### config.mk
export PLATFORM = sky130hd
export DESIGN_NAME = pc_gen
export DESIGN_NICKNAME = d
export VERILOG_FILES = /design/src/rtl/pc_gen.sv
export SDC_FILE = /design/constraint.sdc
export NUM_CORES = 1
export LEC_CHECK = 0
export ABC_AREA = 0
export BUFFER_PORTS_ARGS = -buffer_cell sky130_fd_sc_hd__buf_2
export CORE_ASPECT_RATIO = 0.7
export CORE_MARGIN = 2
export CORE_UTILIZATION = 30
export CTS_CLUSTER_SIZE = 28
export DETAILED_ROUTE_END_ITERATION = 16
export GPL_TIMING_DRIVEN = 0
export PLACE_DENSITY = 0.55
export REMOVE_ABC_BUFFERS = 1
export SLEW_MARGIN = 0
export SYNTH_ARGS = -nofsm -noshare
export SYNTH_HDL_FRONTEND = slang
export SYNTH_SLANG_ARGS = --single-unit
### constraint.sdc
create_clock -name clk_i -period 3.7 [get_ports clk_i]
set_input_delay 0.925 -clock clk_i [delete_from_list [all_inputs] [get_ports clk_i]]
set_output_delay 0.925 -clock clk_i [all_outputs]
set_load 0.005 [all_outputs]
### src/rtl/pc_gen.sv
// pc_gen: fetch-stage program counter for the rv32im core.
// Holds the fetch PC, issues it to instruction memory over a valid/ready
// request, and handles stall, redirect (with a misalignment trap),
// halt/resume and a one-cycle boot state after reset.
module pc_gen #(
    parameter int unsigned     XLEN         = 32,
    parameter logic [XLEN-1:0] RESET_VECTOR = '0,
    parameter logic [XLEN-1:0] TRAP_VECTOR  = XLEN'('h100),
    parameter int unsigned     STEP         = 4
) (
    input  logic            clk_i,
    input  logic            reset_i,
    input  logic            stall_i,
    input  logic            redirect_valid_i,
    input  logic [XLEN-1:0] redirect_target_i,
    input  logic            halt_req_i,
    input  logic            resume_i,
    input  logic            imem_req_ready_i,
    output logic            imem_req_valid_o,
    output logic [XLEN-1:0] pc_o,
    output logic [XLEN-1:0] pc_plus_step_o,
    output logic            halted_o,
    output logic            misalign_err_o,
    output logic [XLEN-1:0] misalign_addr_o
);

    localparam logic [1:0] ST_BOOT = 2'd0;
    localparam logic [1:0] ST_RUN  = 2'd1;
    localparam logic [1:0] ST_HALT = 2'd2;

    logic [1:0]      state_q, state_d;
    logic [XLEN-1:0] pc_q, pc_d;
    logic            err_q, err_d;
    logic [XLEN-1:0] addr_q, addr_d;

    logic            req_valid;
    logic            accept;
    logic            req_resolved;
    logic            misaligned;

    // Sequential PC increment; wraps modulo 2^XLEN with no overflow flag.
    assign pc_plus_step_o = pc_q + XLEN'(STEP);

    // A request is only offered in RUN and never while stalled or in reset.
    assign req_valid    = (state_q == ST_RUN) && !stall_i && !reset_i;
    assign accept       = req_valid && imem_req_ready_i;
    // Nothing outstanding: either no request this cycle or it is taken now.
    assign req_resolved = !req_valid || accept;
    // Only word alignment is enforced on redirect targets.
    assign misaligned   = |redirect_target_i[1:0];

    assign imem_req_valid_o = req_valid;
    assign pc_o             = pc_q;
    assign halted_o         = (state_q == ST_HALT);
    assign misalign_err_o   = err_q;
    assign misalign_addr_o  = addr_q;

    // Next-state: redirect beats stall and accept; a redirect also discards
    // any in-flight request, so a coincident halt_req may enter HALT at once.
    always_comb begin
        state_d = state_q;
        pc_d    = pc_q;
        err_d   = 1'b0;
        addr_d  = addr_q;

        if (redirect_valid_i) begin
            if (misaligned) begin
                pc_d   = TRAP_VECTOR;
                err_d  = 1'b1;
                addr_d = redirect_target_i;
            end else begin
                pc_d = redirect_target_i;
            end
        end else if (accept) begin
            pc_d = pc_plus_step_o;
        end

        case (state_q)
            ST_BOOT: state_d = ST_RUN;
            ST_RUN: begin
                if (halt_req_i && (redirect_valid_i || req_resolved))
                    state_d = ST_HALT;
            end
            ST_HALT: begin
                // A redirect while halted moves the PC but keeps us halted.
                if (resume_i && !redirect_valid_i)
                    state_d = ST_RUN;
            end
            default: state_d = ST_BOOT;
        endcase
    end

    // State registers with synchronous reset overriding every other input.
    always_ff @(posedge clk_i) begin
        if (reset_i) begin
            state_q <= ST_BOOT;
            pc_q    <= RESET_VECTOR;
            err_q   <= 1'b0;
            addr_q  <= '0;
        end else begin
            state_q <= state_d;
            pc_q    <= pc_d;
            err_q   <= err_d;
            addr_q  <= addr_d;
        end
    end

endmodule
==> Word level (Yosys, flattened, before mapping) <==
Cells that the tools add are included.
{ "classes": {"addsub": 1, "n_eq_ne": 4, "mux": 7, "bitwise_logic": 1, "reduce_logical": 17} }
{ "op_table": {"columns": ["cell", "n"], "rows": [
  ["32-bit two-way mux", 3],
  ["32-bit by 3-bit adder with 32-bit output, second input constant", 1],
  ["2-bit case mux with 3 select lines", 1],
  ["1-bit logical AND", 5],
  ["1-bit zero test", 4],
  ["2-bit two-way mux", 2],
  ["2-bit by 1-bit inequality test with 1-bit output, second input constant", 2],
  ["2-bit AND reduction", 2],
  ["2-bit OR reduction", 2],
  ["2-bit by 1-bit == test with 1-bit output, second input constant", 1],
  ["2-bit == test, second input constant", 1],
  ["2-bit zero test", 1],
  ["1-bit logical OR", 2],
  ["2-bit nonzero test", 1],
  ["1-bit two-way mux", 1],
  ["1-bit NOT", 1]
]} }
{ "totals": {"reg_bits": 67, "in_bits": 39, "wordCells": 34} }

==> Logic depth before layout (Yosys ltp) <==
{ "depth": {"ltp_word": 9, "depth_mapped": 7} }

==> Least setup slack after synthesis <==
Ideal clock, no wire load.
{ "synth_timing": {"path_kind": "register to output", "startpoint": "register pc_q[6] (netlist: pc_o[6])", "endpoint": "output port pc_plus_step_o[21]", "arrival_ns": 1.672, "required_ns": 2.775, "setup_slack_ns": 1.103, "stages_incl_launch_ff": 6, "path_buffers": 0, "cell_sequence": "dfxtp_1 > nand3_2 > nor3_4 > nor3b_1 > nand3_1 > xnor2_1"} }
{ "synth_via": {"elab_chain_cells": 1} }
{ "synth_lines": {"columns": ["element", "line_no", "text"], "rows": [
  ["from (decl)", "32", "logic [XLEN-1:0] pc_q, pc_d;"],
  ["from (signal assigned)", "102", "pc_q <= pc_d;"],
  ["32-bit by 3-bit adder with 32-bit output", "42", "assign pc_plus_step_o = pc_q + XLEN'(STEP);"],
  ["to (decl)", "21", "output logic [XLEN-1:0] pc_plus_step_o,"]
]} }
No other way between the ends.

==> Worst setup path after layout <==
{ "layout_timing": {"startpoint": "register pc_q[11] (netlist: pc_o[11])", "endpoint": "output port pc_plus_step_o[23]"} }
The elaborated chain is that of the path after synthesis.

==> results.toml <==
[worst_setup_path]
critPathMaxFanout = 8
critPathKind = "register to output port"
r2r_slack_ns = 1.34
crit_slowest_cell = "nor4_1"
critical_path.max_stage_delay_ns = 0.74
worst_setup_path_end_kind = "output port"
path_buf_inv = 1
cp_top_family = "simple AND/OR/NAND/NOR gates"
cp_data_required_time_ns = 2.77
critical_path.cell_chain = "nand4_2 > nor4_1 > nand4_1 > xnor2_1 > buf_2"
cp.arrival_ns = 2.65
cp-start-kind = "register"

[timing]
hold_ws_ns = 0.450
skew_ns = 0.00431
timing.setup.tns_ns = 0
period_share_pct = 96.6
worstMarginPinSlew_ns = 1.20
rsz0062_at_grt = "false"
final-max-slew-violation-count = 0
setup_viol = 0
max_freq_mhz = 280
min_period_ns = 3.57
worst_slack_ns = 0.126
relSlewSlack_pct = 19.7
finalHoldViolations = 0

[cells_and_area]
drive_above_1_share_pct = 30.0
syn2layout_area_growth_pct = 30.1
n_antenna_cell = 0
fin_nets = 588
nFillCells = 1182
finalNonFillerCells = 706

[pwr]
pwr-share-comb_pct = 10.9
irDropWorstVdd_uv = 198
power_density_nw_per_um2 = 391
power_frac_seq_pct = 44.2
p_int_uw = 1330
p_leak_uw = 0.00207
p_clk_share_pct = 44.9
swShare_pct = 25.3
power.switching_uw = 449

[drt]
vias = 3544
final_antenna_net_count = 0
vias_per_cell = 5.02
drt_iter0_drc = 152
first_pass_iters = 4
drc = 0
drt_wl_total_um = 11600
routedWlPerCell_um = 16.4

[synthesis]
yosysUniqueCellTypes = 52
syn_area_um2 = 3480
ys_warn_count = 0
synth_top_family_by_area = "simple AND/OR/NAND/NOR gates"
synth_ff_type = "dfxtp_1"
synth-seq-cells = 67
synth_seq_area_share_pct = 38.5
yosys.area_share.xor_xnor_pct = 11.3
async_reset_ff_share_pct = 0
synth-adder-area-share_pct = 0.359
synth_compound_area_share_pct = 18.1
avgSynthCellArea_um2 = 8.05
synth-simple-area-share_pct = 26.0
netlist_instances = 433
synth_edf_count = 0
synth.area.mux_share_pct = 0.898

[clocking]
tritoncts = "done"
numCtsBuffers = 9
root_buffer = "clkbuf_16"
cts_sinks = 67
cts_htree_levels = 3
cts_hold_buffers = 0
clk_pin_slew_ns = 0.05
clk_latency_ns = 0.33
clockBufferDepth = 2

[min_path]
hp-class = "register to register"

[run]
maxCapViolCount = 0

[placed_design]
post-dp-hpwl_um = 8260
numPortBuffers = 137
dpl.cell_count = 690
place_congestion = 0.771
post-place-ws_ns = -0.345

[grt]
globalRoute.busiestLayer = "met2"
groute.usage.overall_pct = 18.5
met1_usage_pct = 24.7
met3_usage_pct = 5.23
grt_overflow = 0
grt_start_max_net_pins = 56
antenna_found_initial = 0
grt_util_met2_pct = 29.5
grt_pass1_wl_um = 18000
grt_pass1_vias = 3354

[die]
die_h_um = 94.2
dieWidth_um = 133
die_area_um2 = 12500
start_util_pct = 31.2
core_area_um2 = 11200
rows = 32
ios = 138

[outcome]
status = "finished, final reports clean"
stage by stage:
| stage | cell area (µm²) | power [µW] | utilization [%] |
|---|---|---|---|
| after global routing | 4530 | 1850 | 40.6 |
| after global placement | 4220 | 986 | 37.7 |
| final | 4530 | 1770 | 40.6 |
| after CTS | 4520 | 1800 | 40.4 |
| after detailed placement | 4240 | 995 | 38.0 |
| after floorplan | 3340 | 879 | - |
cells by family after synthesis:
logic type / count (synthesis)
and+or+nand+nor: 181
adders and majority gates: 1
DFF: 67
muxes: 3
buffers and inverters: 40
AOI/OAI and AO/OA: 96
xor gates and xnor gates: 45
flip-flops by register name (all words and copies together) (netlist names):
name	count
misalign_addr_o	32
pc_o	32
state_q	2
misalign_err_o	1
cell usage after synthesis (3+ instances only):
library cell  instances  area share [%]
o21a_1                3            0.65
nand2_1              92             9.9
nor2_1               22             2.4
o31ai_1               3            0.65
a2bb2oi_1             3            0.75
clkbuf_2              3            0.43
nand2b_1              3            0.54
xor2_1               14             3.5
clkbuf_1             22             2.4
inv_1                 6            0.65
a311oi_1              3            0.75
and3_1                7             1.3
dfxtp_1              67              38
a22o_1               13             3.3
nand4_1              14             2.5
a21o_1                3            0.65
a211oi_1              5             1.1
and2_1                5            0.90
a31oi_1               3            0.54
nor3_1                4            0.57
nand3_1              14             2.0
a21oi_1              48             6.9
buf_2                 6            0.86
xnor2_1              31             7.8
nor4_1                6             1.1
final cells by class:
cell class / count / area, µm² / area share, %
well taps: 153 / 191 / 4.22
inverters: 6 / 22.5 / 0.497
repair buffers: 138 / 701 / 15.5
multi-input cells: 326 / 2000 / 44.2
clock inverters: 2 / 10.0 / 0.221
flip-flops and latches: 67 / 1340 / 29.6
clock buffers: 14 / 264 / 5.82
metal layers:
layer / up-vias / part of all wire [%]
met5: - / 0
met4: 0 / 1.0
met3: 11 / 8.6
met2: 148 / 42
met1: 1647 / 48
li1: 1738 / -
worst min-delay path, stage by stage (launching register included):
cell and delay [ns]:
dfxtp_1 0.30, nand2_1 0.05, a21oi_1 0.05
layout by cell type, fill, tap and decap left out, types with 2 or more instances in the layout:
master / Yosys / layout
a22o_1: 13 / 13
a311oi_1: 3 / 3
nor4_1: 6 / 6
xnor2_1: 31 / 31
clkbuf_1: 22 / 3
nand2_1: 92 / 92
a221oi_1: 2 / 2
a211oi_1: 5 / 5
o21a_1: 3 / 3
inv_1: 6 / 6
and2_1: 5 / 5
clkinv_2: 0 / 2
clkbuf_16: 0 / 9
xor2_1: 14 / 14
clkbuf_8: 0 / 2
nor2b_2: 0 / 2
and4_1: 2 / 2
a31oi_1: 3 / 3
nand3_1: 14 / 14
a21boi_0: 2 / 2
a21oi_1: 48 / 48
nor2_1: 22 / 21
and3_1: 7 / 7
nor3_1: 4 / 3
a21o_1: 3 / 3
nand2b_1: 3 / 3
mux2i_1: 2 / 2
buf_2: 6 / 137
nand4_1: 14 / 14
a2bb2oi_1: 3 / 3
o31ai_1: 3 / 3
dfxtp_1: 67 / 67
power groups by stage:
| stage | combinational, µW | sequential (µW) | clock, µW |
|---|---|---|---|
| 2_1_floorplan | 81.4 | 797 | 0 |
| 3_3_place_gp | 190 | 797 | 0 |
| 3_5_place_dp | 196 | 798 | 0 |
| 4_1_cts | 197 | 783 | 816 |
| 5_1_grt | 218 | 788 | 847 |
| 6_report | 194 | 783 | 796 |
what timing repair did:
action                     in CTS  in global routing
setup endpoints to repair       0                 15
setup buffers                   0                  0
resized for setup               0                  3
path summary, 6_finish.rpt:
| path | end | cells after the start | startpoint |
|---|---|---|---|
| max | pc_plus_step_o[23] | 5 | pc_o[11] |
| min | misalign_addr_o[27] | 2 | misalign_addr_o[27] |
| max reg2reg | pc_o[23] | 5 | pc_o[11] |
| min reg2reg | misalign_addr_o[27] | 2 | misalign_addr_o[27] |
(Power assumes the default switching activity.)
